==> src/rtl/isa_bus_master.sv <==
// isa_bus_master: 8-bit ISA memory/IO cycle initiator.
// Sequences address setup, strobe, ready wait and hold for one request.
module isa_bus_master #(
    parameter int unsigned ADDR_SETUP  = 1,
    parameter int unsigned STROBE_MIN  = 4,
    parameter int unsigned HOLD        = 1,
    parameter int unsigned RDY_TIMEOUT = 16
) (
    input  logic        clk,
    input  logic        reset,
    input  logic        req,
    input  logic [1:0]  req_type,
    input  logic [19:0] req_addr,
    input  logic [7:0]  req_wdata,
    output logic        busy,
    output logic        ack,
    output logic        err,
    output logic [7:0]  rdata,
    output logic [19:0] bus_a,
    output logic        bus_memr_l,
    output logic        bus_memw_l,
    output logic        bus_ior_l,
    output logic        bus_iow_l,
    output logic [7:0]  bus_d_out,
    output logic        bus_d_oe,
    input  logic [7:0]  bus_d_in,
    output logic        bus_aen,
    input  logic        bus_rdy
);

    localparam logic [7:0] SETUP_N =
        (ADDR_SETUP == 0) ? 8'd1 : 8'(ADDR_SETUP);
    localparam logic [7:0] STRB_N =
        (STROBE_MIN == 0) ? 8'd1 : 8'(STROBE_MIN);
    localparam logic [7:0] HOLD_N =
        (HOLD == 0) ? 8'd1 : 8'(HOLD);
    localparam logic [7:0] TMO_N =
        (RDY_TIMEOUT == 0) ? 8'd1 : 8'(RDY_TIMEOUT);

    typedef enum logic [2:0] {
        ST_IDLE,
        ST_SETUP,
        ST_STROBE,
        ST_WAIT_RDY,
        ST_HOLD
    } state_e;

    state_e      state_q, state_d;
    logic [7:0]  cnt_q, cnt_d;
    logic [1:0]  typ_q, typ_d;
    logic        abort_q, abort_d;
    logic [19:0] addr_q, addr_d;
    logic [3:0]  strb_q, strb_d;
    logic [7:0]  dout_q, dout_d;
    logic        oe_q, oe_d;
    logic        aen_q, aen_d;
    logic        busy_q, busy_d;
    logic        ack_q, ack_d;
    logic        err_q, err_d;
    logic [7:0]  rdata_q, rdata_d;
    logic        finish;
    logic        timeout;
    logic [3:0]  strb_sel;

    // State and all registered outputs; reset clears the bus at once.
    always_ff @(posedge clk or posedge reset) begin
        if (reset) begin
            state_q <= ST_IDLE;
            cnt_q   <= 8'd0;
            typ_q   <= 2'd0;
            abort_q <= 1'b0;
            addr_q  <= 20'd0;
            strb_q  <= 4'hF;
            dout_q  <= 8'd0;
            oe_q    <= 1'b0;
            aen_q   <= 1'b1;
            busy_q  <= 1'b0;
            ack_q   <= 1'b0;
            err_q   <= 1'b0;
            rdata_q <= 8'd0;
        end else begin
            state_q <= state_d;
            cnt_q   <= cnt_d;
            typ_q   <= typ_d;
            abort_q <= abort_d;
            addr_q  <= addr_d;
            strb_q  <= strb_d;
            dout_q  <= dout_d;
            oe_q    <= oe_d;
            aen_q   <= aen_d;
            busy_q  <= busy_d;
            ack_q   <= ack_d;
            err_q   <= err_d;
            rdata_q <= rdata_d;
        end
    end

    // Next-state and next-output computation for the cycle sequencer.
    always_comb begin
        state_d  = state_q;
        cnt_d    = cnt_q;
        typ_d    = typ_q;
        abort_d  = abort_q;
        addr_d   = addr_q;
        strb_d   = strb_q;
        dout_d   = dout_q;
        oe_d     = oe_q;
        aen_d    = aen_q;
        ack_d    = 1'b0;
        err_d    = 1'b0;
        rdata_d  = rdata_q;
        finish   = 1'b0;
        timeout  = 1'b0;
        strb_sel = ~(4'b0001 << typ_q);

        unique case (state_q)
            ST_IDLE: begin
                if (req) begin
                    state_d = ST_SETUP;
                    cnt_d   = 8'd1;
                    typ_d   = req_type;
                    abort_d = 1'b0;
                    addr_d  = req_type[1] ?
                              {4'h0, req_addr[15:0]} : req_addr;
                    aen_d   = 1'b0;
                    oe_d    = req_type[0];
                    if (req_type[0]) begin
                        dout_d = req_wdata;
                    end
                end
            end
            ST_SETUP: begin
                if (cnt_q >= SETUP_N) begin
                    state_d = ST_STROBE;
                    cnt_d   = 8'd1;
                    strb_d  = strb_sel;
                end else begin
                    cnt_d = cnt_q + 8'd1;
                end
            end
            ST_STROBE: begin
                if (cnt_q >= STRB_N) begin
                    if (bus_rdy) begin
                        finish = 1'b1;
                    end else begin
                        state_d = ST_WAIT_RDY;
                        cnt_d   = 8'd1;
                    end
                end else begin
                    cnt_d = cnt_q + 8'd1;
                end
            end
            ST_WAIT_RDY: begin
                if (bus_rdy) begin
                    finish = 1'b1;
                end else if (cnt_q >= TMO_N) begin
                    timeout = 1'b1;
                end else begin
                    cnt_d = cnt_q + 8'd1;
                end
            end
            ST_HOLD: begin
                if (cnt_q >= HOLD_N) begin
                    state_d = ST_IDLE;
                    cnt_d   = 8'd0;
                    ack_d   = 1'b1;
                    err_d   = abort_q;
                    aen_d   = 1'b1;
                    oe_d    = 1'b0;
                end else begin
                    cnt_d = cnt_q + 8'd1;
                end
            end
            default: begin
                state_d = ST_IDLE;
            end
        endcase

        if (finish || timeout) begin
            state_d = ST_HOLD;
            cnt_d   = 8'd1;
            strb_d  = 4'hF;
            abort_d = timeout;
            if (!typ_q[0]) begin
                rdata_d = timeout ? 8'hFF : bus_d_in;
            end
        end
    end

    assign busy_d = (state_d != ST_IDLE);

    assign busy       = busy_q;
    assign ack        = ack_q;
    assign err        = err_q;
    assign rdata      = rdata_q;
    assign bus_a      = addr_q;
    assign bus_memr_l = strb_q[0];
    assign bus_memw_l = strb_q[1];
    assign bus_ior_l  = strb_q[2];
    assign bus_iow_l  = strb_q[3];
    assign bus_d_out  = dout_q;
    assign bus_d_oe   = oe_q;
    assign bus_aen    = aen_q;

endmodule

==> config.mk <==
export PLATFORM = sky130hd
export DESIGN_NAME = isa_bus_master
export DESIGN_NICKNAME = d
export VERILOG_FILES = /design/src/rtl/isa_bus_master.sv
export SDC_FILE = /design/constraint.sdc
export NUM_CORES = 1
export LEC_CHECK = 0
export ABC_AREA = 0
export ABC_CLOCK_PERIOD_IN_PS = 2200
export BUFFER_PORTS_ARGS = -buffer_cell sky130_fd_sc_hd__buf_2
export CAP_MARGIN = 25
export CORE_MARGIN = 5
export CORE_UTILIZATION = 52
export CTS_BUF_LIST = sky130_fd_sc_hd__clkbuf_8
export DETAILED_ROUTE_END_ITERATION = 6
export GPL_TIMING_DRIVEN = 0
export PLACE_DENSITY = 0.82
export SYNTH_ARGS = -nofsm -noshare
export SYNTH_HDL_FRONTEND = slang
export SYNTH_SLANG_ARGS = --single-unit
==> constraint.sdc <==
create_clock -name clk -period 2.2 [get_ports clk]
set_input_delay 0.11 -clock clk [delete_from_list [all_inputs] [get_ports clk]]
set_output_delay 0.11 -clock clk [all_outputs]
set_load 0.05 [all_outputs]
; ---- After elaboration in Yosys (flattened, before gate mapping)
; Index checks and enable logic that the tools add are counted.
[word_totals]
regBits = 59
input_bits = 42
[classes]
n_addsub = 1
n_lt_le_gt_ge = 3
eq_ne = 10
shift = 1
mux = 39
bitwise_logic = 2
n_reduce_logical = 16
[op_table]
columns = cell, count
row1 = $mux 8, 9
row2 = $pmux 8 s5, 1
row3 = $mux 20, 1
row4 = $mux 3, 6
row5 = $mux 1, 15
row6 = $pmux 3 s5, 1
row7 = $mux 4, 3
row8 = $reduce_bool 2->1, 5
row9 = $ne 3x3->1 const B, 3
row10 = $add 8x1->8 const B, 1
row11 = $ge 8x1->1 const B, 1
row12 = $ge 8x3->1 const B, 1
row13 = $ge 8x5->1 const B, 1
row14 = $reduce_and 2->1, 4
row15 = $eq 3x2->1 const B, 2
row16 = $pmux 1 s2, 3
row17 = $reduce_and 3->1, 2
row18 = $reduce_bool 6->1, 1
row19 = $reduce_and 5->1, 1
row20 = $ne 2x2->1 const B, 2
row21 = $ne 4x4->1 const B, 1
row22 = $not 4->4, 1
row23 = $shl 1x2->4 const A, 1
row24 = $eq 3x1->1 const B, 1
row25 = other kinds (5), 5

; ---- Logic depth before layout (Yosys ltp)
; Gate-level depths: netlist of the first run.
[logic_depth]
depth_word = 7
mapped_depth = 8
ltp_nobuf = 7

; ---- Worst setup path before layout of the first run
; Ideal clock, no wire load.
[synth_path]
path_kind = register -> register
startpoint = register cnt_q[5]
endpoint = register cnt_q[2]
arrival_time_ps = 1755
setup_slack_ps = 344
stages_incl_launch_ff = 6
synth_period_minus_slack_ps = 1856
path_cell_list = dfrtp_1 or4_4 or3b_4 o221ai_4 nand2_4 o311ai_2
[synth_between]
elab_chain_len = 7
elab_cells_between_ends = 20
cone_classes = order compare: 3 / eq/ne: 4 / mux: 10 / reduce/logical: 3
[synth_rtl]
columns = element, line_no
row1 = from (decl), 49  ; logic [7:0] cnt_q, cnt_d;
row2 = from (signal assigned), 83  ; cnt_q <= cnt_d;
row3 = $ge 8x5->1, 156  ; end else if (cnt_q >= TMO_N) begin
row4 = $mux 1, 156
row5 = $mux 1, 154  ; if (bus_rdy) begin
row6 = $mux 1, 116  ; unique case (state_q)
row7 = $logic_or 1x1->1, 179  ; if (finish || timeout) begin
row8 = $ne 4x4->1 (no source line) (tied with other cells), --
row9 = $reduce_and 5->1 (no source line), --
; Several ways; a longest one is shown, not always the timed one.
; A chain may end at the register's enable or synchronous reset.

; ---- Final worst setup path of the first run
; Ends and elaborated chain as after synthesis.

==> run_results.csv, run 1 <==
group,metric,value,unit
detailed_routing,drtPass1Iterations,4,
timing,tns,0,ns
cells_and_area,drive_above_1_share,43.1,%
timing,fmax,0.483,GHz
placement,place.gp.congestion,0.917,
detailed_routing,wl,6.48,mm
timing,setup_viol,0,
cells_and_area,multi_input_area,0.00113,mm²
cells_and_area,diodes,0,
placement,hpwl,4.61,mm
global_route,grt_remaining_overflow,0,
power_and_ir_drop,power.leakage,1.69,nW
power_and_ir_drop,p_seq_share,29.3,%
clock_network,h-tree-depth,3,
setup_path,cp.required,2.43,ns
detailed_routing,drtIter0Drc,97,
power_and_ir_drop,intPower,3.19,mW
die,rows,26,
timing,slew_headroom,38.2,%
setup_path,critPathMaxFanout,6,
die,initial_utilization,52.7,%
global_route,grt_max_degree,46,
clock_network,path_clk_slew,0.07,ns
die,core,0.00504,mm²
setup_path,worstPathArrival,2.31,ns
setup_path,crit_chain,"or4_4 > o31ai_2 > a21o_2 > nand2_4 > o311ai_2",
die,die_h,81.5,µm
timing,fin_skew,0.0119,ns
synth,ys_ff_latch,59,
timing,period_needed,2.07,ns
power_and_ir_drop,p_switching,3.05,mW
detailed_routing,vias,2173,
power_and_ir_drop,p_clk_share,17.3,%
cells_and_area,post_layout_nonfiller_instances,413,
setup_path,end_kind,"flip-flop",
global_route,grt_pass1_wl,10.0,mm
setup_path,critical_path_class,"flip-flop to flip-flop",
power_and_ir_drop,switching_share,48.9,%
setup_path,critical_path.slowest_cell,"or4_4",
clock_network,cts-root-buf,"clkbuf_8",
clock_network,cts.sinks,59,
cells_and_area,nets,384,
power_and_ir_drop,power_frac_comb,53.4,%
run,max_cap_violations,0,
setup_path,cp-start-kind,"flip-flop",
clock_network,clock_latency,0.34,ns
synth,seq_area_frac_synth,55.8,%
synth,syn_nets,278,
clock_network,numCtsBuffers,9,
global_route,grt_usage,20.3,%
synth,synthCells,232,
synth,avgSynthCellArea,11.4,µm²
power_and_ir_drop,powerDensity,1770,mW/mm²
detailed_routing,wire_per_inst,15.7,µm
clock_network,post_cts_buffers,0,
global_route,grt_antenna_before_repair,0,
synth,synthesis.area,0.00266,mm²
setup_path,cpPeakStageDelay,0.59,ns
timing,hold_viol,0,
detailed_routing,antenna_left,0,
timing,worst_slew_pin_slew,0.919,ns
placement,post-place-cells,389,
timing,fin_crit_sh,94.2,%
die,die-area,0.00663,mm²
die,io_pins,87,
global_route,grt_pass1_vias,2184,
power_and_ir_drop,ir_drop,1.05,mV
timing,slew_violations,0,
clock_network,cts_tree,"yes",
outcome,status,"complete, no violations",
placement,io_buffers,86,
cells_and_area,final-seq-area,0.00148,mm²
cells_and_area,syn2layout_area_growth,32.7,%
synth,yosys_warnings,0,
timing,grt_setup_unrepaired,"false",
synth,synth_cell_type_count,45,
clock_network,clk_path_buf_depth,2,
setup_path,critPathTopFamily,"compound AO/OA/AOI/OAI gates",
setup_path,path_buf_inv,0,
detailed_routing,vias_per_cell,5.26,
hold_path,hp-class,"primary input to flip-flop",
detailed_routing,drcViolationCount,0,
cells_and_area,filler_cell_count,370,
die,fp.dieW,81.5,µm
## per-stage QoR
stage | total power [mW] | hold WS, ns | utilization [%] | cell area, µm² | worst slack [ns]
floorplan | 4.36 | 0.242 | - | 2660 | 0.344
global placement | 5.00 | 0.320 | 62.9 | 3170 | -0.0334
detailed placement | 5.11 | 0.102 | 63.4 | 3200 | 0.127
CTS | 6.23 | 0.0000591 | 69.2 | 3490 | 0.100
global route | 6.56 | 0.00195 | 69.9 | 3520 | 0.0392
finish | 6.24 | 0.00376 | 69.9 | 3520 | 0.129
## worst reg2reg max path, cell delays in order, from the launching register on
cell      delay [ns]
dfrtp_1         0.43
or4_4           0.60
o31ai_2         0.34
a21o_2          0.28
nand2_4         0.09
o311ai_2        0.24
## power by group through the flow
stage / combinational [mW] / clock (mW) / sequential [mW]
finish: 3.33 / 1.08 / 1.83
global route: 3.55 / 1.14 / 1.87
CTS: 3.32 / 1.09 / 1.82
detailed placement: 3.28 / 0 / 1.83
global placement: 3.20 / 0 / 1.80
floorplan: 1.19 / 0 / 3.17
## path summary, 6_finish.rpt
kind | startpoint | end | slack [ns] | cells past startpoint
setup / recovery | cnt_q[5]$_DFFE_PP0P_ | cnt_q[2]$_DFFE_PP0P_ | 0.13 | 5
hold / removal | req_addr[13] | bus_a[13]$_DFFE_PP0P_ | 0.004 | 2
setup reg to reg | cnt_q[5]$_DFFE_PP0P_ | cnt_q[2]$_DFFE_PP0P_ | 0.13 | 5
hold reg to reg | bus_a[19]$_DFFE_PP0P_ | bus_a[19]$_DFFE_PP0P_ | 0.48 | 2
max in group asynchronous | reset | strb_q[1]$_DFFE_PP1P_ | 1.31 | 4
min in group asynchronous | reset | bus_d_out[7]$_DFFE_PP0P_ | 0.28 | 3
## layout by cell type (no fill, tap or decap), types with 2 or more instances in the layout
cell / synthesis / layout
a211oi_1: 3 / 2
nand3_1: 5 / 5
and3_1: 3 / 3
nand2b_1: 7 / 7
ha_1: 4 / 4
nor3b_1: 2 / 2
a31oi_1: 3 / 3
a21oi_1: 16 / 16
clkbuf_8: 0 / 10
nor4b_1: 2 / 2
nand2_1: 14 / 14
a21o_1: 5 / 4
buf_2: 2 / 88
mux2_1: 2 / 2
bufinv_16: 0 / 2
inv_1: 6 / 7
dfstp_2: 5 / 5
nor4_1: 3 / 2
clkbuf_1: 8 / 7
o21ai_0: 2 / 2
mux2_2: 23 / 23
nor2_1: 25 / 25
dfrtp_1: 54 / 54
a21boi_1: 2 / 2
dlygate4sd3_1: 0 / 8
and2_1: 2 / 2
o21ai_1: 12 / 12
or3b_1: 2 / 2
## layer usage
metal  track usage [%]  part of all wire (%)  vias up
li1                  -                     -     1038
met1              22.5                    39     1042
met2              35.9                    52       80
met3              5.48                   7.2       13
met4              9.63                   1.8        0
met5                 0                     0        -
## registers in the layout, summed over array words and instances (netlist names)
| name | count |
|---|---|
| rdata | 8 |
| strb_q | 4 |
| bus_aen | 1 |
| typ_q | 2 |
| bus_d_oe | 1 |
| bus_a | 20 |
| err | 1 |
| busy | 1 |
| cnt_q | 8 |
| abort_q | 1 |
| state_q | 3 |
| ack | 1 |
| bus_d_out | 8 |
## synthesized netlist by cell type (all sizes together)
master / instances / share of area, %
o221ai: 1 / 0.99
nor3b: 2 / 0.57
inv: 6 / 0.85
clkbuf: 8 / 1.1
o211ai: 1 / 0.47
a2111oi: 1 / 0.33
dfstp: 5 / 4.9
a311oi: 1 / 0.33
and2: 2 / 0.47
o311ai: 2 / 0.94
a21boi: 2 / 0.57
o21ai: 14 / 2.6
nor4b: 3 / 1.2
nor4: 4 / 1.2
a221oi: 1 / 0.33
dfrtp: 54 / 51
or4: 1 / 0.42
and3: 3 / 0.71
or2: 1 / 0.24
a31o: 1 / 0.33
a211oi: 3 / 0.85
nand2b: 8 / 2.0
buf: 3 / 0.66
mux2: 25 / 11
a21oi: 16 / 3.0
nand3: 5 / 0.94
ha: 4 / 1.9
o31ai: 1 / 0.47
a41oi: 1 / 0.33
nor2: 25 / 3.5
a21o: 5 / 1.4
nand2: 15 / 2.4
or3b: 4 / 1.4
a31oi: 3 / 0.71
nand4: 1 / 0.24
## timing repair
item	4_1_cts	5_1_grt
setup endpoints to repair	0	15
endpoints found under the hold margin	20	1
hold buffers	7	1
resized for setup	0	6
## cell families (layout without fill, tap and decap cells)
family | after synthesis | count (layout) | synth area share [%]
compound gates | 53 | 53 | 13.7
simple gates | 74 | 74 | 15.3
fa+ha+maj | 4 | 4 | 1.89
flops | 59 | 59 | 55.8
buf+inv | 17 | 128 | 2.64
mux | 25 | 25 | 10.6
## area by class of cell
| cell class | instances | share of cell area, % |
|---|---|---|
| buffer | 11 | 1.38 |
| clock buffer | 10 | 3.91 |
| clock inverter | 6 | 2.31 |
| inverter | 6 | 0.639 |
| multi-input combinational | 156 | 32.1 |
| sequential | 59 | 42.1 |
| tap | 70 | 2.49 |
| timing repair buffer | 95 | 15.1 |
(Power assumes the default switching activity.)
==> inputs of run 2 (changes only) <==
--- a/config.mk
+++ b/config.mk
@@ -15,6 +15,7 @@
 export DETAILED_ROUTE_END_ITERATION = 6
 export GPL_TIMING_DRIVEN = 0
 export PLACE_DENSITY = 0.82
+export RECOVER_POWER = 100
 export SYNTH_ARGS = -nofsm -noshare
 export SYNTH_HDL_FRONTEND = slang
 export SYNTH_SLANG_ARGS = --single-unit
==> run_results.csv, run 2 (same netlist as run 1, synthesis figures left out) <==
group,metric,value,unit
power_and_ir_drop,power.leakage,1.56,nW
timing,period_needed,2.07,ns
timing,tns,0,ns
detailed_routing,wire_per_inst,15.7,µm
timing,grt_setup_unrepaired,"false",
die,die_h,81.5,µm
timing,slew_headroom,35.7,%
global_route,grt_remaining_overflow,0,
detailed_routing,drtPass1Iterations,4,
cells_and_area,post_layout_nonfiller_instances,413,
detailed_routing,vias_per_cell,5.27,
global_route,grt_pass1_wl,10.0,mm
run,max_cap_violations,0,
placement,io_buffers,86,
cells_and_area,drive_above_1_share,29.4,%
detailed_routing,antenna_left,0,
outcome,status,"complete, no violations",
timing,slew_violations,0,
global_route,grt_usage,20.3,%
die,io_pins,87,
timing,fin_crit_sh,94.2,%
clock_network,h-tree-depth,3,
clock_network,path_clk_slew,0.07,ns
setup_path,worstPathArrival,2.30,ns
cells_and_area,nets,384,
detailed_routing,vias,2178,
timing,fin_skew,0.0125,ns
timing,setup_viol,0,
cells_and_area,diodes,0,
timing,worst_slew_pin_slew,0.964,ns
clock_network,clock_latency,0.34,ns
die,fp.dieW,81.5,µm
die,initial_utilization,52.7,%
clock_network,clk_path_buf_depth,2,
timing,hold_viol,0,
setup_path,critPathMaxFanout,5,
die,rows,26,
die,die-area,0.00663,mm²
placement,place.gp.congestion,0.917,
clock_network,cts_tree,"yes",
power_and_ir_drop,powerDensity,1770,mW/mm²
global_route,grt_pass1_vias,2184,
detailed_routing,wl,6.50,mm
cells_and_area,syn2layout_area_growth,29.9,%
hold_path,hp-class,"primary input to flip-flop",
placement,post-place-cells,389,
detailed_routing,drcViolationCount,0,
clock_network,cts.sinks,59,
die,core,0.00504,mm²
cells_and_area,final_cell_mix,"dfrtp_1 (54), clkbuf_1 (52), buf_2 (44)",
global_route,grt_antenna_before_repair,0,
cells_and_area,final_common_cell,"dfrtp_1",
clock_network,cts-root-buf,"clkbuf_8",
setup_path,end_kind,"flip-flop",
placement,hpwl,4.61,mm
timing,setup_slack,0.128,ns
global_route,grt_max_degree,46,
setup_path,cp.required,2.43,ns
timing,fmax,0.483,GHz
placement,place_ws,0.127,ns
power_and_ir_drop,ir_drop,1.03,mV
setup_path,cp-start-kind,"flip-flop",
setup_path,critical_path_class,"flip-flop to flip-flop",
clock_network,numCtsBuffers,9,
detailed_routing,drtIter0Drc,82,
cells_and_area,largest_reg_flops,20,
## run 2: changes by cell type in the layout (fill, tap and decap cells not counted), sizes merged
cell | before | now
buf | 90 | 45
clkbuf | 18 | 63
## run 2: metal layers
layer	wire length [µm]	track usage [%]	part of all wire, %
met3	491	5.48	7.6
met2	3390	35.9	52
met1	2500	22.5	38
met4	119	9.63	1.8
met5	0	0	0
## run 2: per-stage QoR
| stage | utilization [%] | power, mW | cell area [µm²] | hold WS, ns |
|---|---|---|---|---|
| after floorplan | - | 4.36 | 2660 | 0.242 |
| final | 68.4 | 6.12 | 3450 | 0.00703 |
| after global placement | 62.9 | 5.00 | 3170 | 0.320 |
| after global routing | 68.4 | 6.43 | 3450 | 0.00195 |
| after CTS | 69.2 | 6.23 | 3490 | 0.0000591 |
| after detailed placement | 63.4 | 5.11 | 3200 | 0.102 |
## run 2: area by class of cell
| type | instances | area [µm²] |
|---|---|---|
| Buffer | 11 | 48.8 |
| Clock buffer | 10 | 138 |
| Clock inverter | 6 | 81.3 |
| Fill cell | 401 | 1590 |
| Inverter | 6 | 22.5 |
| Multi-Input combinational cell | 156 | 1130 |
| Sequential cell | 59 | 1480 |
| Tap cell | 70 | 87.6 |
| Timing Repair Buffer | 95 | 459 |
## run 2: what timing repair did
action	CTS	global route
setup endpoints to repair	0	15
resized for setup	0	6
hold endpoints to repair	20	1
hold buffers	7	1
setup buffers	0	0
## run 2: worst paths after layout
| check | slack (ns) | endpoint | startpoint | cells past startpoint |
|---|---|---|---|---|
| max | 0.13 | cnt_q[2]$_DFFE_PP0P_ | cnt_q[5]$_DFFE_PP0P_ | 5 |
| min | 0.007 | bus_a[13]$_DFFE_PP0P_ | req_addr[13] | 2 |
| max reg2reg | 0.13 | cnt_q[2]$_DFFE_PP0P_ | cnt_q[5]$_DFFE_PP0P_ | 5 |
| min reg2reg | 0.48 | bus_a[19]$_DFFE_PP0P_ | bus_a[19]$_DFFE_PP0P_ | 2 |
| max in group asynchronous | 0.48 | rdata[2]$_DFFE_PP0P_ | reset | 4 |
| min in group asynchronous | 0.37 | bus_d_out[7]$_DFFE_PP0P_ | reset | 3 |
## run 2: worst max-delay path, stage by stage (launching register included)
cell,delay (ns)
dfrtp_1,0.43
or4_4,0.59
or3b_1,0.47
o221ai_4,0.14
nand2_4,0.11
o311ai_2,0.24
## run 2: power breakdown
group / total (mW) / switching, mW / internal [mW]
Sequential: 1.84 / 0.274 / 1.57
Combinational: 3.20 / 2.37 / 0.838
Clock: 1.08 / 0.417 / 0.660
Total: 6.12 / 3.06 / 3.06
